[src/rtl/card_match_ctrl_pkg.sv]
// Shared definitions for the memory-card game: FSM encoding, board geometry
// and the helper that pulls one card value out of the packed board vector.
package card_match_ctrl_pkg;

  typedef enum logic [2:0] {
    ST_IDLE,
    ST_WAIT_FIRST,
    ST_WAIT_SECOND,
    ST_COMPARE,
    ST_SHOW_MISMATCH,
    ST_DONE
  } state_t;

  localparam int NUM_CARDS = 16;
  localparam int CARD_W    = 3;

  // Card i occupies bits [3i:3i+2] of an ascending vector, first bit is the MSB.
  function automatic logic [CARD_W-1:0] card_field(
    input logic [0:NUM_CARDS*CARD_W-1] vals,
    input logic [3:0]                  idx
  );
    logic [CARD_W-1:0] f;
    logic [5:0]        pos;
    f = '0;
    for (int b = 0; b < CARD_W; b++) begin
      pos = 6'(idx) * 6'(CARD_W) + 6'(b);
      f[CARD_W-1-b] = vals[pos];
    end
    return f;
  endfunction

endpackage

[src/rtl/card_match_ctrl_hold_timer.sv]
// One-shot hold timer: done is high in the last of HOLD_CYCLES cycles after start.
// Latency HOLD_CYCLES cycles from start; no backpressure, a new start restarts it.
module hold_timer #(
  parameter int HOLD_CYCLES = 25000000
) (
  input  logic clk,
  input  logic reset,
  input  logic start,
  output logic done
);

  localparam int CW = (HOLD_CYCLES > 1) ? $clog2(HOLD_CYCLES + 1) : 1;

  logic [CW-1:0] cnt;
  logic          active;

  always_ff @(posedge clk) begin
    if (reset) begin
      cnt    <= '0;
      active <= 1'b0;
    end else if (start) begin
      cnt    <= CW'(HOLD_CYCLES - 1);
      active <= 1'b1;
    end else if (active) begin
      if (cnt == '0) active <= 1'b0;
      else           cnt    <= cnt - CW'(1);
    end
  end

  assign done = active && (cnt == '0);

endmodule

[src/rtl/card_match_ctrl.sv]
// Memory-card game controller: takes two flips, compares them, scores matches.
// Flip results appear the next cycle; flips are dropped (not queued) while busy.
module card_match_ctrl
  import card_match_ctrl_pkg::*;
#(
  parameter int HOLD_CYCLES = 25000000,
  parameter int NUM_PAIRS   = 8
) (
  input  logic                          clk,
  input  logic                          reset,
  input  logic                          load,
  input  logic [0:NUM_CARDS*CARD_W-1]   card_values,
  input  logic                          flip_req,
  input  logic [3:0]                    flip_idx,
  output logic [NUM_CARDS-1:0]          face_up,
  output logic [NUM_CARDS-1:0]          matched,
  output logic [3:0]                    pair_count,
  output logic [7:0]                    moves,
  output logic                          match_pulse,
  output logic                          busy,
  output logic                          game_over
);

  state_t                        state, state_nxt;
  logic [0:NUM_CARDS*CARD_W-1]   vals;
  logic [3:0]                    first_idx, second_idx;
  logic                          accept, is_equal, last_pair;
  logic                          tmr_start, tmr_done;
  logic [NUM_CARDS-1:0]          pick_mask;
  logic [7:0]                    moves_inc;

  assign accept = flip_req && !load && !face_up[flip_idx] && !matched[flip_idx] &&
                  (state == ST_WAIT_FIRST || state == ST_WAIT_SECOND);
  assign is_equal  = card_field(vals, first_idx) == card_field(vals, second_idx);
  assign last_pair = pair_count == 4'(NUM_PAIRS - 1);
  assign pick_mask = (16'd1 << first_idx) | (16'd1 << second_idx);
  assign moves_inc = (moves == 8'hFF) ? moves : moves + 8'd1;

  always_ff @(posedge clk) begin
    if (reset) state <= ST_IDLE;
    else       state <= state_nxt;
  end

  always_comb begin
    state_nxt = state;
    if (load) begin
      state_nxt = ST_WAIT_FIRST;
    end else begin
      case (state)
        ST_WAIT_FIRST:    if (accept) state_nxt = ST_WAIT_SECOND;
        ST_WAIT_SECOND:   if (accept) state_nxt = ST_COMPARE;
        ST_COMPARE:       state_nxt = is_equal ? (last_pair ? ST_DONE : ST_WAIT_FIRST)
                                               : ST_SHOW_MISMATCH;
        ST_SHOW_MISMATCH: if (tmr_done) state_nxt = ST_WAIT_FIRST;
        default:          state_nxt = state;
      endcase
    end
  end

  always_comb begin
    busy      = (state == ST_COMPARE) || (state == ST_SHOW_MISMATCH);
    game_over = (state == ST_DONE);
    tmr_start = (state == ST_COMPARE) && !is_equal && !load;
  end

  always_ff @(posedge clk) begin
    if (reset) begin
      vals        <= '0;
      first_idx   <= '0;
      second_idx  <= '0;
      face_up     <= '0;
      matched     <= '0;
      pair_count  <= '0;
      moves       <= '0;
      match_pulse <= 1'b0;
    end else begin
      match_pulse <= 1'b0;
      if (load) begin
        vals       <= card_values;
        face_up    <= '0;
        matched    <= '0;
        pair_count <= '0;
        moves      <= '0;
      end else begin
        case (state)
          ST_WAIT_FIRST: if (accept) begin
            first_idx <= flip_idx;
            face_up   <= face_up | (16'd1 << flip_idx);
          end
          ST_WAIT_SECOND: if (accept) begin
            second_idx <= flip_idx;
            face_up    <= face_up | (16'd1 << flip_idx);
          end
          ST_COMPARE: begin
            moves <= moves_inc;
            if (is_equal) begin
              matched     <= matched | pick_mask;
              face_up     <= face_up & ~pick_mask;
              pair_count  <= pair_count + 4'd1;
              match_pulse <= 1'b1;
            end
          end
          ST_SHOW_MISMATCH: if (tmr_done) face_up <= face_up & ~pick_mask;
          default: ;
        endcase
      end
    end
  end

  hold_timer #(.HOLD_CYCLES(HOLD_CYCLES)) u_hold_timer (
    .clk   (clk),
    .reset (reset),
    .start (tmr_start),
    .done  (tmr_done)
  );

endmodule

[config.mk]
export PLATFORM = sky130hd
export DESIGN_NAME = card_match_ctrl
export DESIGN_NICKNAME = d
export VERILOG_FILES = /design/src/rtl/card_match_ctrl_pkg.sv /design/src/rtl/card_match_ctrl_hold_timer.sv /design/src/rtl/card_match_ctrl.sv
export SDC_FILE = /design/constraint.sdc
export NUM_CORES = 1
export LEC_CHECK = 0
export BUFFER_PORTS_ARGS = -buffer_cell sky130_fd_sc_hd__buf_2
export CAP_MARGIN = 10
export CORE_MARGIN = 2
export CORE_UTILIZATION = 62
export DETAILED_ROUTE_END_ITERATION = 7
export HOLD_SLACK_MARGIN = 0.06
export PLACE_DENSITY = 0.84
export SYNTH_ARGS = -nofsm -noshare
export SYNTH_HDL_FRONTEND = slang
export SYNTH_SLANG_ARGS = --single-unit
[constraint.sdc]
create_clock -name clk -period 9.5 [get_ports clk]
set_input_delay 0.475 -clock clk [delete_from_list [all_inputs] [get_ports clk]]
set_output_delay 0.475 -clock clk [all_outputs]
set_load 0.1 [all_outputs]
==> flow_summary.ini, run 1 <==
[route]
drc = 0
viasPerCell = 6.494
detail-route-antenna-nets = 0
dr.pass1.iters = 5
wl_per_cell_um = 18.75
drt_iter0_markers = 702
wl_um = 21110
routed-via-count = 7312

[grt]
globalRouteTotalUtil_pct = 29.05
grt_overflow = 0
grt_pass1_vias = 6847
antenna_found_initial = 0
grt_max_degree = 81
grt_pass1_wl_um = 34020

[sta]
tightest_slew_ns = 1.065
fin_crit_sh_pct = 59.53
clock_skew_ns = 0.009071
fmax_mhz = 176.8
tns_ns = 0
slew_viol_final = 0
slew_headroom_pct = 28.76
layout_min_cycle_time_ns = 5.656
hold_viol = 0
rsz0062_at_grt = false
setup_viol = 0

[finish]
final_nets = 1015
drive_gt1_share_pct = 24.95
area_growth_pct = 12.52
antenna_cells = 0
stdcell_count = 1126

[synth]
yosys_warnings = 0
synth_most_common_cell = dfxtp_1
yosys.area_share.simple_pct = 14.63
synth_nets = 946
postSynthAreaPerCell_um2 = 10.10
yosys-top-cells-area = dfxtp_1 30%, mux4_2 20%, mux2i_1 11%
ys_ff_latch = 130
netlist_area_mm2 = 0.008722
ys_async_sr_fraction_pct = 0
synth_common_cells = 130 x dfxtp_1, 111 x nor2_1, 94 x mux2i_1
synth_edf_count = 0
synth_top_area_share_pct = 29.84
synthMuxAreaShare_pct = 31.10
ys_seq_area_share_pct = 29.84
synth_area_leader_cell = dfxtp_1
postSynthCellCount = 864
yosys.cell_types.count = 71
synth_top_family_by_area = multiplexers
synth-compound-area-share_pct = 10.37
synth_flop_cell = dfxtp_1
synth-adder-area-share_pct = 3.902
synth_xor_area_share_pct = 6.125

[cts]
cts.sinks = 130
clockRootBuffer = clkbuf_16
cts-resized-gates = 0
clk_pin_slew_ns = 0.06
cts_max_level = 4
cts_buffers = 17
cts_tree = built
cts.path.max_buffers = 2
post_cts_buffers = 0
cts_hold_buffers = 0
insertion_delay_ns = 0.43

[pwr]
clkPwrFrac_pct = 45.9
power_frac_comb_pct = 11.7
cellPowerDensity_mw_per_mm2 = 140.4
p_sw_uw = 368.9
peakVddDrop_v = 0.0001093
swShare_pct = 26.78
power_uw = 1377
p_leak_uw = 0.004008
cellInternalPower_uw = 1009
p_seq_share_pct = 42.4

[die]
io_pins = 103
die_area_mm2 = 0.01503
die_h_um = 122.6
rows = 43
start_util_pct = 63.08
core_area_mm2 = 0.01383
die_w_um = 122.6

[critical_path]
cp_max_fo = 37
crit_path_max_incr_delay_ns = 1.00
r2r.worst_path.cells = 11
crit_slowest_cell = dfxtp_2
path_class = register to register
worstPathRequired_ns = 9.76
arrival_ns = 5.92
start_kind = register
cp-end-kind = register
worstPathCellList = ha_1 -> inv_1 -> fa_1 -> xor2_1 -> mux4_2 -> and2_1 -> or4_1 -> o211ai_1 -> nand4_2 -> o21ai_1 -> a211oi_1

[job]
max-cap-violations = 0

[worst_hold_path]
hold_class = primary input to register
holdPathStages = 3

[placed_design]
port_buffers = 102
hpwl_um = 14970
gp_congestion = 0.9731
dp.cells = 1094

[outcome]
status = completed
## worst max-delay path, delay by kind of cell, from the launching register on
| kind | cells | cell delay [ns] |
|---|---|---|
| compound gates | 3 | 1.04 |
| flops | 1 | 1.00 |
| simple gates | 3 | 0.97 |
| fa+ha+maj | 2 | 0.95 |
| xor+xnor | 1 | 0.86 |
| mux | 1 | 0.60 |
| buf+inv | 1 | 0.07 |
## layout by cell type, fill, tap and decap left out, types with 4 or more instances in the layout
master | Yosys | layout
a22o_1 | 10 | 10
inv_6 | 0 | 6
or3_1 | 10 | 10
nor4_1 | 7 | 7
nand2_1 | 53 | 53
clkbuf_16 | 0 | 17
mux4_2 | 76 | 76
nand3_1 | 17 | 17
inv_1 | 21 | 21
buf_2 | 17 | 102
a31oi_1 | 4 | 4
xnor3_1 | 4 | 4
ha_1 | 24 | 24
and3_1 | 11 | 11
clkinv_2 | 0 | 4
or4_1 | 4 | 4
nor2_1 | 111 | 110
buf_4 | 2 | 7
mux2i_1 | 94 | 94
a211oi_1 | 15 | 15
xnor2_1 | 30 | 30
nor3_1 | 18 | 18
nor2b_1 | 7 | 7
o21ai_1 | 5 | 5
a21o_1 | 8 | 8
dfxtp_1 | 130 | 129
a21oi_1 | 20 | 20
o31ai_1 | 7 | 7
o21ai_0 | 33 | 33
nand2b_1 | 5 | 5
nand4_1 | 6 | 6
xor2_1 | 12 | 12
## cell type report
class	count	area, um2
inverter	23	86.33
tap	180	225.2
fill	1005	4013
clock inverter	14	126.4
sequential	130	2604
multi-input combinational	652	5771
timing repair buffer	109	563.0
clock buffer	18	439.2
## power groups by stage
| stage | sequential, uW | combinational [uW] | clock [uW] |
|---|---|---|---|
| 3_5_place_dp | 595 | 158 | 0 |
| 4_1_cts | 583 | 159 | 638 |
| 6_report | 585 | 161 | 632 |
| 5_1_grt | 586 | 172 | 665 |
| 3_3_place_gp | 594 | 154 | 0 |
| 2_1_floorplan | 586 | 122 | 0 |
## flip-flops by register name (all words and copies together), names as in the netlist
| signal | cells |
|---|---|
| u_hold_timer.cnt | 25 |
| u_hold_timer.active | 1 |
| match_pulse | 1 |
| state | 3 |
| matched | 16 |
| vals | 48 |
| pair_count | 4 |
| second_idx | 4 |
| face_up | 16 |
| moves | 8 |
| first_idx | 4 |
## path summary, 6_finish.rpt
kind                            slack [ns]     endpoint       startpoint
worst max-delay path                  3.84  face_up[13]    second_idx[0]
worst min-delay path                  0.27     vals[22]  card_values[22]
worst max register to register        3.84  face_up[13]    second_idx[0]
worst min register to register        0.46  matched[10]      matched[10]
## logic make-up (layout without fill, tap and decap cells)
family                   Yosys count  after routing
multiplexers                     174            174
flip-flops                       130            130
XOR/XNOR                          50             50
adder cells (fa/ha/maj)           26             26
AND/OR/NAND/NOR                  269            269
AO/OA/AOI/OAI                    133            133
buffers and inverters             82            164
## routing by layer
metal	wire [um]	track usage [%]	up-vias
met1	8777	36.83	3511
met5	0	0	-
met4	740	15.16	0
met3	1578	7.156	73
met2	10010	46.11	358
li1	-	-	3370
## metrics by stage
step | setup slack (ns) | hold WS (ns) | util (%) | area, um2
after floorplan | 5.159 | 0.4731 | - | 8722
after global placement | 4.080 | 0.4484 | 66.89 | 9249
after detailed placement | 3.889 | 0.4491 | 66.89 | 9249
after CTS | 3.868 | 0.2653 | 70.98 | 9814
after global routing | 3.404 | 0.2784 | 70.98 | 9814
final | 3.844 | 0.2742 | 70.98 | 9814
No activity file was read; power rests on OpenSTA's default activity.
==> run 2: changes to the inputs <==
CORE_UTILIZATION = 54   (was 62)
PLACE_DENSITY = 0.78   (was 0.84)
clock period = 4.5 ns   (was 9.5 ns; I/O delays follow)
==> flow_summary.ini, run 2 (same netlist as run 1, synthesis figures left out) <==
[grt]
globalRouteTotalUtil_pct = 27.56
antenna_found_initial = 0
grt_max_degree = 54
grt_pass1_wl_um = 36900
grt_overflow = 0
grt_pass1_vias = 7269

[route]
drt_iter0_markers = 643
wl_per_cell_um = 18.68
routed-via-count = 7524
drc = 0
viasPerCell = 6.182
detail-route-antenna-nets = 0
wl_um = 22740
dr.pass1.iters = 5

[placed_design]
gp_congestion = 0.9803
port_buffers = 102
hpwl_um = 15680
dp.cells = 1142

[cts]
clockRootBuffer = clkbuf_16
insertion_delay_ns = 0.44
cts_max_level = 4
clk_pin_slew_ns = 0.06
cts_tree = built
cts_buffers = 17
cts.path.max_buffers = 2
cts.sinks = 130

[critical_path]
path_class = register to register
cp.buffers_inverters = 2
worstPathCellList = ha_1 -> inv_1 -> fa_1 -> inv_1 -> ha_2 -> mux4_2 -> mux4_2 -> mux2i_1 -> mux2i_1 -> xor2_2 -> nand4_2 -> nor3_1 -> mux2i_1
worstPathRequired_ns = 4.85
cp_top_family = multiplexers
crit_slowest_cell = fa_1
r2r_setup_slack_ns = 0.26
arrival_ns = 4.59
cp-end-kind = register
start_kind = register
cp_max_fo = 8
crit_path_max_incr_delay_ns = 0.53
crit_top_cell = mux2i_1

[sta]
fin_crit_sh_pct = 94.24
tightest_slew_ns = 0.8030
slew_viol_final = 0
rsz0062_at_grt = false
slew_headroom_pct = 46.47
tns_ns = 0
setup_viol = 0
hold_viol = 0
layout_min_cycle_time_ns = 4.241
clock_skew_ns = 0.01411
fmax_mhz = 235.8

[finish]
largest_reg_flops = 48
top_register = vals
stdcell_count = 1217
layout_commonest_cell = dfxtp_1
final_nets = 1070
nFillCells = 1249
top_regs = vals (48), u_hold_timer.cnt (25)
area_growth_pct = 19.12
antenna_cells = 0
layout_common_cells = 129 x dfxtp_1, 110 x nor2_1, 102 x buf_2
drive_gt1_share_pct = 24.68

[pwr]
cellPowerDensity_mw_per_mm2 = 284.9
p_seq_share_pct = 41.6
clkPwrFrac_pct = 45.6
cellInternalPower_uw = 2193
peakVddDrop_v = 0.0002802
power_frac_comb_pct = 12.7
p_sw_uw = 766.6
swShare_pct = 25.90
p_leak_uw = 0.004236

[die]
rows = 46
io_pins = 103
die_w_um = 131.1
core_area_mm2 = 0.01583
die_area_mm2 = 0.01718
die_h_um = 131.1
start_util_pct = 55.11

[outcome]
status = completed

[worst_hold_path]
hold_class = primary input to register

[job]
max-cap-violations = 0
## run 2: cell count changes in the layout (fill, tap and decap cells not counted), sizes merged
cell / change
dlygate4sd3: +43
bufinv: +1
buf: +12
clkbuf: +2
clkinv: +1
inv: -4
## run 2: cell type report
class | instances | area, um2 | area share (%)
Tap cell | 216 | 270.3 | 2.601
Sequential cell | 130 | 2604 | 25.06
Timing Repair Buffer | 164 | 1084 | 10.43
Multi-Input combinational cell | 652 | 5776 | 55.59
Inverter | 23 | 86.33 | 0.8309
Clock inverter | 12 | 133.9 | 1.289
Clock buffer | 20 | 436.7 | 4.203
## run 2: worst min-delay path, stage by stage
cell and delay [ns]:
buf_2 0.08, mux2i_1 0.06, nor2_1 0.08
## run 2: layer usage
metal	global-route usage, %	up-vias	part of all wire, %
met5	0	-	0
met4	13.52	0	3.8
met3	5.235	65	7.2
met2	44.93	392	47
met1	35.37	3594	42
li1	-	3473	-
## run 2: stage by stage
stage	util (%)	power [uW]	worst slack [ns]	hold slack (ns)	cell area [um2]
floorplan	-	1493	0.1588	0.3689	8722
global placement	59.29	1583	0.3594	0.4485	9384
CTS	65.61	2963	0.2112	0.06096	10390
finish	65.64	2960	0.2591	0.05346	10390
global route	65.64	3058	0.004330	0.06870	10390
detailed placement	59.29	1594	0.3115	0.4531	9384
## run 2: path summary, 6_finish.rpt
path | start | end | depth (start not counted)
setup reg to reg | second_idx[1] | pair_count[3] | 13
hold reg to reg | matched[1] | matched[1] | 2
setup / recovery | second_idx[1] | pair_count[3] | 13
hold / removal | card_values[6] | vals[6] | 3
## run 2: timing repair
item | in CTS | in global routing
gates resized for setup | 0 | 2
setup buffers | 0 | 0
hold buffers | 43 | 0
hold endpoints to repair | 43 | 0
setup endpoints to repair | 0 | 27
## run 2: power by group through the flow
stage	sequential, uW	clock (uW)	combinational (uW)
detailed placement	1250	0	340
finish	1230	1350	376
global route	1240	1420	403
floorplan	1240	0	257
global placement	1250	0	332
CTS	1230	1360	371
